**src/rtl/ariane_pkg.sv**
```systemverilog
// Shared CVA6-side types: the riscv address width and the runtime-monitor lane
// handshake structs and lane-state enum used by the release tracker.
package riscv;
  localparam int unsigned VLEN = 64;
endpackage

package ariane_pkg;
  // Lane index field is sized for up to 16 monitor lanes.
  localparam int unsigned RM_LANE_W = 4;

  typedef struct packed {
    logic                     monitor_ins;
    logic [RM_LANE_W-1:0]     lane;
    logic [riscv::VLEN-1:0]   pc;
  } runtime_monitor_ctrl;

  typedef struct packed {
    logic                 reset_lane;
    logic [RM_LANE_W-1:0] lane;
  } lane_ctrl;

  typedef enum logic [1:0] {
    LANE_IDLE    = 2'd0,
    LANE_PENDING = 2'd1,
    LANE_CHECK   = 2'd2,
    LANE_RELEASE = 2'd3
  } lane_state_e;

  typedef struct packed {
    lane_state_e            state;
    logic [riscv::VLEN-1:0] pc;
  } lane_rec_t;
endpackage

```
**src/rtl/rm_lane_slot.sv**
```systemverilog
// One monitor lane: tracks an allocated instruction PC from allocation through
// commit, a fixed check delay, and a single-cycle release.
module rm_lane_slot
  import ariane_pkg::*;
#(
  parameter int unsigned CHECK_LATENCY = 3
) (
  input  logic                   clk_i,
  input  logic                   rst_ni,
  input  logic                   alloc_i,
  input  logic [riscv::VLEN-1:0] alloc_pc_i,
  input  logic                   commit_i,
  input  logic                   flush_i,
  output lane_rec_t              rec_o
);

  localparam int unsigned CW = $clog2(CHECK_LATENCY + 1);

  lane_state_e            state_q, state_d;
  logic [riscv::VLEN-1:0] pc_q, pc_d;
  logic [CW-1:0]          cnt_q, cnt_d;

  always_ff @(posedge clk_i or negedge rst_ni) begin
    if (!rst_ni) begin
      state_q <= LANE_IDLE;
      pc_q    <= '0;
      cnt_q   <= '0;
    end else begin
      state_q <= state_d;
      pc_q    <= pc_d;
      cnt_q   <= cnt_d;
    end
  end

  // Allocation overrides everything, so a lane in its release cycle is
  // re-armed directly instead of passing through IDLE.
  always_comb begin
    state_d = state_q;
    pc_d    = pc_q;
    cnt_d   = cnt_q;
    if (alloc_i) begin
      state_d = LANE_PENDING;
      pc_d    = alloc_pc_i;
      cnt_d   = '0;
    end else begin
      case (state_q)
        LANE_IDLE: state_d = LANE_IDLE;
        LANE_PENDING: begin
          if (commit_i) begin
            state_d = LANE_CHECK;
            cnt_d   = CW'(CHECK_LATENCY - 1);
          end else if (flush_i) begin
            state_d = LANE_RELEASE;
          end
        end
        LANE_CHECK: begin
          if (cnt_q == '0) state_d = LANE_RELEASE;
          else             cnt_d   = cnt_q - CW'(1);
        end
        LANE_RELEASE: state_d = LANE_IDLE;
        default:      state_d = LANE_IDLE;
      endcase
    end
  end

  assign rec_o.state = state_q;
  assign rec_o.pc    = pc_q;

endmodule

```
**src/rtl/rm_lane_release.sv**
```systemverilog
// Runtime-monitor lane release tracker: allocates lanes, matches commits to the
// lowest pending lane with the same PC, and pulses a release request per lane.
module rm_lane_release
  import ariane_pkg::*;
#(
  parameter int unsigned NUM_LANES     = 4,
  parameter int unsigned NUM_EVENTS    = 10,
  parameter int unsigned CHECK_LATENCY = 3
) (
  input  logic                           clk_i,
  input  logic                           rst_ni,
  input  logic                           flush_i,
  input  runtime_monitor_ctrl            monitor_i,
  input  logic                           commit_valid_i,
  input  logic [riscv::VLEN-1:0]         commit_pc_i,
  output lane_ctrl                       reset_monitor_o [NUM_EVENTS],
  output logic [$clog2(NUM_LANES+1)-1:0] occupancy_o,
  output logic                           alloc_err_o
);

  localparam int unsigned OCC_W = $clog2(NUM_LANES + 1);

  lane_rec_t            rec [NUM_LANES];
  logic [NUM_LANES-1:0] alloc_hit;
  logic [NUM_LANES-1:0] commit_hit;
  logic [NUM_LANES-1:0] busy;
  logic                 err_q;
  logic                 found;
  logic [OCC_W-1:0]     occ;

  for (genvar g = 0; g < NUM_LANES; g++) begin : g_lane
    assign alloc_hit[g] = monitor_i.monitor_ins && !flush_i &&
                          (monitor_i.lane == RM_LANE_W'(g));
    assign busy[g]      = (rec[g].state == LANE_PENDING) ||
                          (rec[g].state == LANE_CHECK);

    rm_lane_slot #(
      .CHECK_LATENCY (CHECK_LATENCY)
    ) u_slot (
      .clk_i      (clk_i),
      .rst_ni     (rst_ni),
      .alloc_i    (alloc_hit[g]),
      .alloc_pc_i (monitor_i.pc),
      .commit_i   (commit_hit[g]),
      .flush_i    (flush_i),
      .rec_o      (rec[g])
    );
  end

  // A single commit retires at most one lane: the lowest-index pending match.
  always_comb begin
    commit_hit = '0;
    found      = 1'b0;
    for (int i = 0; i < NUM_LANES; i++) begin
      if (!found && commit_valid_i && (rec[i].state == LANE_PENDING) &&
          (rec[i].pc == commit_pc_i)) begin
        commit_hit[i] = 1'b1;
        found         = 1'b1;
      end
    end
  end

  always_ff @(posedge clk_i or negedge rst_ni) begin
    if (!rst_ni) err_q <= 1'b0;
    else         err_q <= err_q | (|(alloc_hit & busy));
  end

  always_comb begin
    occ = '0;
    for (int i = 0; i < NUM_LANES; i++) begin
      if (rec[i].state != LANE_IDLE) occ = occ + OCC_W'(1);
    end
  end

  assign occupancy_o = occ;
  assign alloc_err_o = err_q;

  // Lane id is masked by reset so every release port reads all-zero in reset.
  for (genvar e = 0; e < NUM_EVENTS; e++) begin : g_evt
    if (e < NUM_LANES) begin : g_live
      assign reset_monitor_o[e].reset_lane = (rec[e].state == LANE_RELEASE);
      assign reset_monitor_o[e].lane       = rst_ni ? RM_LANE_W'(e) : '0;
    end else begin : g_tie
      assign reset_monitor_o[e] = '0;
    end
  end

endmodule

```
**config.mk**
```make
export PLATFORM = sky130hd
export DESIGN_NAME = rm_lane_release
export DESIGN_NICKNAME = d
export VERILOG_FILES = /design/src/rtl/ariane_pkg.sv /design/src/rtl/rm_lane_slot.sv /design/src/rtl/rm_lane_release.sv
export SDC_FILE = /design/constraint.sdc
export NUM_CORES = 1
export LEC_CHECK = 0
export CORE_MARGIN = 4
export CORE_UTILIZATION = 31
export CTS_BUF_LIST = sky130_fd_sc_hd__clkbuf_16
export DETAILED_ROUTE_END_ITERATION = 8
export GPL_TIMING_DRIVEN = 0
export SYNTH_ARGS = -nofsm -noshare
export SYNTH_HDL_FRONTEND = slang
export SYNTH_SLANG_ARGS = --single-unit
```
**constraint.sdc**
```tcl
create_clock -name clk_i -period 2.8 [get_ports clk_i]
set_input_delay 0.56 -clock clk_i [delete_from_list [all_inputs] [get_ports clk_i]]
set_output_delay 0.56 -clock clk_i [all_outputs]
set_load 0.05 [all_outputs]
```
# Yosys cells after proc, flatten, opt, wreduce, memory -nomap -nowiden
# Cells that the tools add are included.
# op_classes
addsub	7
n_eq_ne	35
mux	46
bitwise_logic	2
n_reduce_logical	54
# ops
operator	n
equality test 64 bit	4
2-to-1 mux 2 bit	27
inequality test 3 x 1 -> 1 bit (second input constant)	8
one-hot mux 2 bit (3 select lines)	4
equality test 2 bit (second input constant)	8
logical AND 1 bit	16
logical NOT 2 bit	8
inequality test 4 x 2 -> 1 bit (second input constant)	4
one-hot mux 2 bit (2 select lines)	4
inequality test 3 x 2 -> 1 bit (second input constant)	4
AND reduction 3 bit	4
nonzero test 3 bit	4
adder 3 x 1 -> 3 bit (second input constant)	3
2-to-1 mux 3 bit	3
equality test 2 x 1 -> 1 bit (second input constant)	4
equality test 4 x 2 -> 1 bit (second input constant)	2
2-to-1 mux 1 bit	8
AND reduction 2 bit	4
nonzero test 2 bit	4
OR reduction 2 bit	4
subtractor 2 x 1 -> 2 bit (second input constant)	4
bitwise AND 4 bit	1
equality test 4 x 1 -> 1 bit (second input constant)	1
logical NOT 1 bit	4
other kinds (4)	7
# totals
regBits	273
out_inout_bits	54

# Depth between registers and ports, before layout
# Gate-level depths: netlist of the first run.
# depth
word_depth	22
ltp_mapped	9
ltp_nobuf	9

# Cells and area by module
# From an unflattened synthesis of the first run, not the netlist that was laid out.
# unflattened
hier_cells	1169
hier_area_um2	14518.9
# by_module_without_submodules
module	n_inst	cells_per_inst	area_per_inst_um2
rm_lane_slot	4	166	2681.3
rm_lane_release	1	505	3793.6

# Worst setup path after synthesis of the first run
# OpenSTA, ideal clock, no wires.
# synth_path
path_type	input to register
from	input port commit_pc_i[49] (netlist name)
to	register g_lane[3].u_slot.state_q[0]
setup_time_ns	0.120
arrival_time_ns	2.811
required_time_ns	2.680
setup_slack_ns	-0.130
path_stages	8
path_buffers	0
cell_sequence	nor2b_4 > a2111o_1 > or4_4 > nor4_2 > nand2_1 > or4b_1 > or2_0 > a31o_1
# synth_between
elab_chain_len	21
word_cells_on_any_way	26
cone_classes	5 x eq/ne; 7 x mux; 14 x reduce/logical
# synth_lines
element	line_no	rtl
start: declaration	rm_lane_release.sv:15	input logic [riscv::VLEN-1:0] commit_pc_i,
equality test 64 bit	rm_lane_release.sv:56	(rec[i].pc == commit_pc_i)) begin
logical AND 1 bit	rm_lane_release.sv:55	if (!found && commit_valid_i && (rec[i].state == LANE_PENDING) &&
2-to-1 mux 1 bit	rm_lane_release.sv:55	
logical NOT 1 bit	rm_lane_release.sv:55	
logical AND 1 bit (3 in a row)	rm_lane_release.sv:55	
2-to-1 mux 1 bit	rm_lane_release.sv:55	
logical NOT 1 bit	rm_lane_release.sv:55	
logical AND 1 bit (3 in a row)	rm_lane_release.sv:55	
2-to-1 mux 1 bit	rm_lane_release.sv:55	
logical NOT 1 bit	rm_lane_release.sv:55	
logical AND 1 bit (2 in a row)	rm_lane_release.sv:55	
logical AND 1 bit *	rm_lane_release.sv:55	
2-to-1 mux 1 bit *	rm_lane_release.sv:55	
2-to-1 mux 2 bit	rm_lane_slot.sv:49	if (commit_i) begin
one-hot mux 2 bit (3 select lines)	rm_lane_slot.sv:46	case (state_q)
2-to-1 mux 2 bit	rm_lane_slot.sv:41	if (alloc_i) begin
end signal: assignment	rm_lane_slot.sv:29	state_q <= state_d;
end: declaration	rm_lane_slot.sv:19	lane_state_e state_q, state_d;
# Mark *: on every way between the ends. The rest lies on a longest branch, timed or not.
# A chain may end at the register's enable or synchronous reset.

# Worst setup path after layout of the first run
# layout_path
from	register g_lane[3].u_slot.pc_q[57] (netlist name)
to	register g_lane[3].u_slot.state_q[0]
# layout_between
elab_chain_len	6
word_cells_on_any_way	8
cone_classes	2 x eq/ne; 4 x mux; 2 x reduce/logical
# layout_lines
element	line_no	rtl
start: declaration	rm_lane_slot.sv:20	logic [riscv::VLEN-1:0] pc_q, pc_d;
start signal: assignment	rm_lane_slot.sv:30	pc_q <= pc_d;
equality test 64 bit *	rm_lane_release.sv:56	
logical AND 1 bit *	rm_lane_release.sv:55	
2-to-1 mux 1 bit *	rm_lane_release.sv:55	
2-to-1 mux 2 bit	rm_lane_slot.sv:49	
one-hot mux 2 bit (3 select lines)	rm_lane_slot.sv:46	
2-to-1 mux 2 bit	rm_lane_slot.sv:41	
# Marked as above.

==> reports/results.txt, run 1 <==
The starting density of the core is 31.6%. The smallest clock period supported by the final layout is computed as 2.92 ns. The die extent in y is 224 um, and the number of I/O port buffers is 143. CTS saw 273 sinks. By area the synthesized netlist is led by sky130_fd_sc_hd__dfrtp_1 (47%), sky130_fd_sc_hd__nand2_1 (10%), sky130_fd_sc_hd__mux2_2 (9.4%), sky130_fd_sc_hd__xnor2_1 (6.6%), sky130_fd_sc_hd__xor2_1 (5.5%). The synthesis-to-layout area growth is 28.2%, and the largest voltage drop on the vdd net is 1130 uV. In this run the cell area of the synthesized design comes to 0.0144 sq mm. For the placed wire-length estimate after detailed placement, the log shows 43.6 mm. For this run, asynchronously set or reset flops after synthesis account for 100%. The total die area was 0.0501 sq mm.

Counting instances in the post-synthesis netlist gives the leading cell types as sky130_fd_sc_hd__nand2_1 (391), sky130_fd_sc_hd__dfrtp_1 (273), sky130_fd_sc_hd__mux2_2 (120). The net count of the finished layout is 1867. Kind of critical path: register to register.

Summing all flip-flop and latch instances after layout gives 0.00683 sq mm. The clock tree skew after final layout is 0.0122 ns, and the clock-pin transition on the worst setup and hold timing paths is 0.06 ns. The deepest level of the CTS H-tree came out at 1.

Setup violations remaining at the end of the flow were counted as 3. The synthesized design devotes to its leading area cell type 47.3% of total area. The die is 224 um wide. After detailed routing, the total wire length is 56.8 mm. The critical path capture point type is a register. Setup repair after global routing could not meet its margin everywhere. The largest total area in the synthesized netlist belongs to sky130_fd_sc_hd__dfrtp_1. Area fraction in compound gates after synthesis: 5.24%. The initialized floorplan defines 78 standard-cell rows. The flow ran to the end, but the final reports show violations. Before antenna repair, the detailed router went through 6 iterations.

The initial antenna violation count was 2; the overall power consumption was 14500 uW. Cells fill 40.5% of the core in the end. The final worst slack is -0.122 ns, and the global-route wire length before repair is 81.0 mm.

No sink is reached through more buffers than the 3 on the longest clock path. Power density over the cells: 783 mW/mm^2. The post-placement cell area is 0.0168 sq mm, and the adder-cell share of the synthesized area is 2.34%. The area taken by multi-input logic gates is 0.00751 sq mm, and the XOR/XNOR share of the synthesized area is 12.0%. Max-cap violations in this run came to 0.

Headroom to the max-slew limit came out at 26.4%. Data on the critical path is required at its endpoint by 3.26 ns. The hold violation count in the final report is 0. For the number of primary I/O pins, the log shows 191. Global routing consumed, over all layers together, 22.1% of the routing resources. In the post-synthesis netlist, the cell with the most instances is sky130_fd_sc_hd__nand2_1.

Summed over all layers, the global routing overflow is 0. The cell area after layout is 0.0185 sq mm. Averaged over all synthesized cells, the footprint is 9.92 sq um. The worst path uses 104% of the clock period. Summing the sequential cell areas from Yosys gives 47.3% of the chip area.

Multiplexer cells account for 9.71% of the synthesized area. Entering global routing, the biggest net connects 111 pins. The master cell of the clock root buffer is sky130_fd_sc_hd__clkbuf_16. Of all nets on the critical path, the largest fanout is 3.

The core region is 0.0457 sq mm. The tools report the routed via count as 11704. In this run, synthesis inferred 0 flip-flops with an integrated enable. The run gives 0.58 ns as the clock insertion delay at the later pin of the skew report. Via-per-instance ratio: 5.03. The violation count after the first detailed-routing iteration is 1045.

Timing would allow up to 342 MHz. Largest family of logic cells by synthesized area: simple AND/OR/NAND/NOR gates. The remaining number of nets flagged by the antenna check after routing was 0; the number of global-route vias before repair was 11852. The unique cell type count in the Yosys netlist was 62. During synthesis, Yosys emitted a total of 0 warnings. Final routed DRC violation total: 0.

STA classifies the critical path startpoint as a register. Total clock buffers created by CTS: 31. The critical path goes through nor2b_1 > a2111o_1 > or4_4 > nor4_2 > nand2_1 > or4b_4 > or2_0 > a31o_1. TritonCTS built the clock tree.

The checks that failed: negative setup slack. The max-slew violation count was 0; the global placement routability congestion was 0.926. The filler cells instantiated in the layout total 4522. The simple-gate share of the synthesized area is 18.3%, and the arrival time of the worst setup path is 3.39 ns. In the synthesized netlist the dominant register cell turns out to be sky130_fd_sc_hd__dfrtp_1. The type of the tightest min-delay check is input pin to asynchronous set/reset pin. The master of the slowest instance on the critical path is sky130_fd_sc_hd__or4_4.

The largest single stage delay on the critical path is 0.51 ns. The cell count after synthesis came out at 1455. Synthesis inferred 273 register bits. Summed over all cells, the static leakage comes to 0.00874 uW. The actual transition at the worst max-transition pin came out at 1.10 ns. Of the cells placed in the final design, the portion with a size suffix greater than 1 is 19.2%. Worst setup slack before clock tree synthesis: -1.45 ns.

The routed wire length per instance is 24.4 um.
## cell type report
cell class	count	area share (%)
well taps	600	4.06
diodes	2	0.0270
flip-flops and latches	273	36.9
repair buffers	174	9.39
clock buffers	31	4.19
inverters	55	1.12
clock inverters	23	0.831
plain buffers	94	2.91
multi-input cells	1074	40.6
## timing repair
item	CTS	global route
endpoints found under the hold margin	54	0
pin swaps	23	29
gates cloned	0	0
hold buffers	1	0
setup endpoints to repair	59	43
setup buffers	15	13
resized for setup	107	62
## flip-flops by register name (all words and copies together), names as in the netlist
signal	count
g_lane.u_slot.state_q	8
g_lane.u_slot.cnt_q	8
g_lane.u_slot.pc_q	256
alloc_err_o	1
## where the power goes
group / internal, uW / total, uW / switching, uW
Clock: 2170 / 3850 / 1690
Combinational: 2370 / 5230 / 2860
Sequential: 4770 / 5400 / 626
## path summary, 6_finish.rpt
path	from	to	slack (ns)	cells after the start
worst max-delay path	g_lane[3].u_slot.pc_q[57]$_DFFE_PN0P_	g_lane[3].u_slot.state_q[0]$_DFFE_PN0P_	-0.12	8
worst min-delay path	rst_ni	g_lane[0].u_slot.pc_q[58]$_DFFE_PN0P_	0.03	2
worst max register to register	g_lane[3].u_slot.pc_q[57]$_DFFE_PN0P_	g_lane[3].u_slot.state_q[0]$_DFFE_PN0P_	-0.12	8
worst min register to register	g_lane[2].u_slot.pc_q[4]$_DFFE_PN0P_	g_lane[2].u_slot.pc_q[4]$_DFFE_PN0P_	0.49	2
max in group asynchronous	rst_ni	g_lane[3].u_slot.pc_q[11]$_DFFE_PN0P_	2.19	2
min in group clk_i	monitor_i[65]	g_lane[1].u_slot.state_q[0]$_DFFE_PN0P_	0.38	2
## through the flow
step           hold WS [ns]  cells  setup TNS (ns)
4_1_cts              0.0274   2311          -0.295
2_1_floorplan         0.264   1496         -0.0385
3_3_place_gp          0.468   2239        -3222.83
5_1_grt              0.0331   2326          -0.579
6_report             0.0251   2326          -0.284
3_5_place_dp          0.477   2241         -109.59
## metal layers
metal	vias to the layer above	wire (um)	GRT usage, %
met5	-	0	0
met4	0	2100	7.32
met3	94	5040	6.07
met2	508	26400	36.0
met1	5834	23200	28.8
li1	5268	-	-
## kinds of logic after synthesis
kind of cell / after synthesis
AOI/OAI and AO/OA: 103
xor gates and xnor gates: 198
adders and majority gates: 27
buffers and inverters: 149
DFF: 273
muxes: 125
other: 1
and+or+nand+nor: 579
## worst max-delay path: cells and delay by family, from the launching register on
family / cells / cell delay [ns]
AO/OA/AOI/OAI: 2 / 0.61
flip-flops: 1 / 0.39
AND/OR/NAND/NOR: 6 / 1.82
## placed cells by master (no fill, tap or decap), types with 13 or more instances in the layout
cell type,count
sky130_fd_sc_hd__conb_1,42
sky130_fd_sc_hd__clkdlybuf4s50_1,97
sky130_fd_sc_hd__dfrtp_1,273
sky130_fd_sc_hd__ha_1,20
sky130_fd_sc_hd__dlymetal6s2s_1,17
sky130_fd_sc_hd__mux2_2,119
sky130_fd_sc_hd__clkbuf_1,37
sky130_fd_sc_hd__xor2_1,89
sky130_fd_sc_hd__clkbuf_16,31
sky130_fd_sc_hd__nand2_1,391
sky130_fd_sc_hd__xnor2_1,85
sky130_fd_sc_hd__buf_4,74
sky130_fd_sc_hd__dlygate4sd2_1,24
sky130_fd_sc_hd__nor2b_1,25
sky130_fd_sc_hd__o21ai_0,17
sky130_fd_sc_hd__nand2b_1,38
sky130_fd_sc_hd__nor2_1,13
sky130_fd_sc_hd__inv_1,51
sky130_fd_sc_hd__nand4_1,34
sky130_fd_sc_hd__nor4_1,16
sky130_fd_sc_hd__xnor2_2,19
No activity file was read; power rests on OpenSTA's default activity.
==> run 2, diff against run 1 <==
--- a/config.mk
+++ b/config.mk
@@ -7,7 +7,6 @@
 export LEC_CHECK = 0
 export CORE_MARGIN = 4
 export CORE_UTILIZATION = 31
-export CTS_BUF_LIST = sky130_fd_sc_hd__clkbuf_16
 export DETAILED_ROUTE_END_ITERATION = 8
 export GPL_TIMING_DRIVEN = 0
 export SYNTH_ARGS = -nofsm -noshare
==> run 2 against run 1 <==
The flow still finishes with violations (negative setup slack). Highest routed layer unchanged. Clock skew is 0.0013 ns higher. Core utilization rose by 0.17 points. Final area increased by 0.41%. Sequential power is essentially flat. Setup slack improved by 0.021 ns. Die area is the same. Maximum frequency is 0.72% higher. Largest power group unchanged. Clock-buffer cell count up 14. Sequential share of layout area decreased by 0.15 points. First-iteration DRC count increased by 2.4%.
==> reports/results.txt, run 2 (synthesized netlist as in run 1, its figures left out) <==
The number of cells on the worst reg-to-reg path is 8, and the post-placement cell area is 0.0168 sq mm. The checks that failed: negative setup slack. The critical path starts at g_lane[3].u_slot.pc_q[57]$_DFFE_PN0P_.

The width of the die is 224 um. The run gives 0.0186 sq mm as the cell area after layout. The tools report the count of clock tree sinks as 273.

The fraction of layout cells with a size suffix above 1 works out to 19.5%. Worst setup path endpoint: g_lane[3].u_slot.state_q[0]$_DFFE_PN0P_. The run finished, with violations left. The global-route wire length before repair is 81.0 mm. For the number of global-route vias before repair, the log shows 11822.

The highest cell delay on the worst timing path is 0.51 ns, and the post-route clock period utilization is 104%. Global routing consumed, over all layers together, 22.1% of the routing resources. The power density over the cells was 788 mW/mm^2.

The number of primary I/O pins came out at 191. The tools report the launch instance of the worst register-to-register path as g_lane[3].u_slot.pc_q[57]$_DFFE_PN0P_. The final worst slack was -0.101 ns.

Relative to the synthesized area, the layout overhead comes to 28.7%. The tools report the routed via count as 11681. The number of I/O port buffers was 143; the number of max-cap violations was 0.

The register with the most flip-flops in the layout has 256 of them. The clock tree skew after final layout is 0.0134 ns. The via-per-instance ratio works out to 5.03.

The logs give -0.234 ns for the accumulated negative setup slack and 5 for the length of the first detailed-routing pass in iterations. The placed wire-length estimate after detailed placement is 43.6 mm, and the shortest period the worst path allows is 2.90 ns. The hold violation count in the final report is 0. The largest registers in the layout are g_lane.u_slot.pc_q: 256 flops, g_lane.u_slot.cnt_q: 8 flops, g_lane.u_slot.state_q: 8 flops. Clock-pin slew was measured on the worst setup and hold paths at 0.06 ns.

The final worst hold slack is 0.0264 ns, and the max-slew violation count is 0. In the layout the commonest cells are sky130_fd_sc_hd__nand2_1 (391), sky130_fd_sc_hd__dfrtp_1 (273), sky130_fd_sc_hd__mux2_2 (119). Static timing analysis puts the maximum clock frequency at 345 MHz. The overall power consumption was 14600 uW; the final routed DRC violation total was 0.

The floorplan row count was 78; the relative slew slack was 27.7%. The worst setup path is launched from a register. At the pin with the least slew margin, the transition time is 1.09 ns. In this run, the number of DRC markers left after iteration 0 of detailed routing was 1070.

Walking the worst path, the cells encountered are nor2b_1 > a2111o_1 > or4_4 > nor4_2 > nand2_1 > or4b_4 > or2_0 > a31o_1. The deepest level of the CTS H-tree is 1. Counting the buffers created by CTS gives 31. Along the worst path, the maximum fanout reaches 3. The critical path capture point type is a register. The critical path buffer and inverter count was 0.

The initial antenna violation count is 2, and the arrival time of the worst setup path is 3.36 ns. Setup repair after global routing could not meet its margin everywhere. Data on the critical path is required at its endpoint by 3.26 ns. The final count of negative-setup-slack endpoints came out at 3.

For the remaining number of nets flagged by the antenna check after routing, the log shows 0. Dividing the detail-routed wire length by the instance count gives 24.5 um. Broken down by cell family, the worst path's largest delay share belongs to simple AND/OR/NAND/NOR gates. Clock latency on the worst-skew pair, taken at its later pin, is 0.58 ns. The master cell of the clock root buffer was sky130_fd_sc_hd__clkbuf_16.

The register containing the most flip-flops in the final layout is g_lane.u_slot.pc_q. On the critical path, the stage with the largest delay is an instance of sky130_fd_sc_hd__or4b_4. At the end of the flow the core is filled with cells to 40.7%. Entering global routing, the biggest net connects 111 pins. Die extent in y: 224 um. For the leakage power of the design, the log shows 0.00879 uW. Type of the tightest min-delay check: input pin to asynchronous set/reset pin. For this run the aggregate overflow at the end of global routing stands at 0. Most common library cell in the layout ignoring fill and taps: sky130_fd_sc_hd__nand2_1. The number of cells on the critical path came out at 8. The floorplan step defined a die boundary enclosing 0.0501 sq mm.

The kind of critical path was register to register. The logs give 56.8 mm for the total detailed-routing wirelength and -0.10 ns for the register-to-register path setup slack. The worst-case clock buffer depth was 3.

The tools report the worst flop-to-flop path endpoint as g_lane[3].u_slot.state_q[0]$_DFFE_PN0P_. TritonCTS built the clock tree. IR analysis of the VDD net gives a maximum drop of 1110 uV. After floorplanning, the core was sized to cover 0.0457 sq mm. Once the floorplan was initialized, standard cells occupied 31.6% of the core. The congestion estimate from routability-driven global placement came to 0.926.

The tools report the number of nets in the layout as 1862.
[run 2: worst reg2reg max path: cells and delay by family, from the launching register on]
family | cells | cell delay (ns)
compound gates | 2 | 0.61
flops | 1 | 0.39
simple gates | 6 | 1.79
[run 2: per-stage QoR]
step	worst slack, ns	cells
detailed placement	-1.45	2241
floorplan	-0.0385	1496
CTS	-0.122	2310
global route	-0.157	2321
global placement	-11.27	2239
finish	-0.101	2321
[run 2: worst min-delay path by stage]
stage	end	cells after the start	slack [ns]	start
finish	g_lane[0].u_slot.pc_q[58]$_DFFE_PN0P_	2	0.03	rst_ni
global route	g_lane[0].u_slot.pc_q[58]$_DFFE_PN0P_	2	0.03	rst_ni
CTS	g_lane[0].u_slot.pc_q[58]$_DFFE_PN0P_	2	0.03	rst_ni
detailed placement	g_lane[2].u_slot.pc_q[34]$_DFFE_PN0P_	2	0.48	g_lane[2].u_slot.pc_q[34]$_DFFE_PN0P_
global placement	g_lane[2].u_slot.pc_q[54]$_DFFE_PN0P_	2	0.47	g_lane[2].u_slot.pc_q[54]$_DFFE_PN0P_
floorplan	alloc_err_o$_DFF_PN0_	0	0.26	rst_ni
[run 2: routing by layer]
| metal | global-route usage (%) | part of all wire (%) | up-vias |
|---|---|---|---|
| met1 | 29.0 | 41 | 5850 |
| met2 | 36.1 | 46 | 467 |
| met3 | 5.87 | 8.5 | 96 |
| met4 | 7.04 | 3.7 | 0 |
| met5 | 0 | 0 | - |
| li1 | - | - | 5268 |
[run 2: layout make-up]
cell class | instances | area (sq um)
Antenna cell | 2 | 5.00
Tap cell | 600 | 751
Clock buffer | 45 | 908
Buffer | 94 | 539
Fill cell | 4513 | 27100
Timing Repair Buffer | 169 | 1710
Clock inverter | 9 | 101
Multi-Input combinational cell | 1074 | 7530
Inverter | 55 | 206
Sequential cell | 273 | 6830
[run 2: power breakdown]
group | internal, uW | leakage [uW] | switching, uW | total (uW)
logic | 2300 | 0.00482 | 2830 | 5130
registers | 4770 | 0.00347 | 629 | 5400
clock network | 2410 | 0.000499 | 1690 | 4100
[run 2: repair_timing]
action | in CTS | in global routing
setup endpoints to repair | 59 | 42
hold endpoints to repair | 54 | 0
hold buffers | 1 | 0
setup buffers | 14 | 9
pin swaps | 23 | 28
resized for setup | 109 | 63
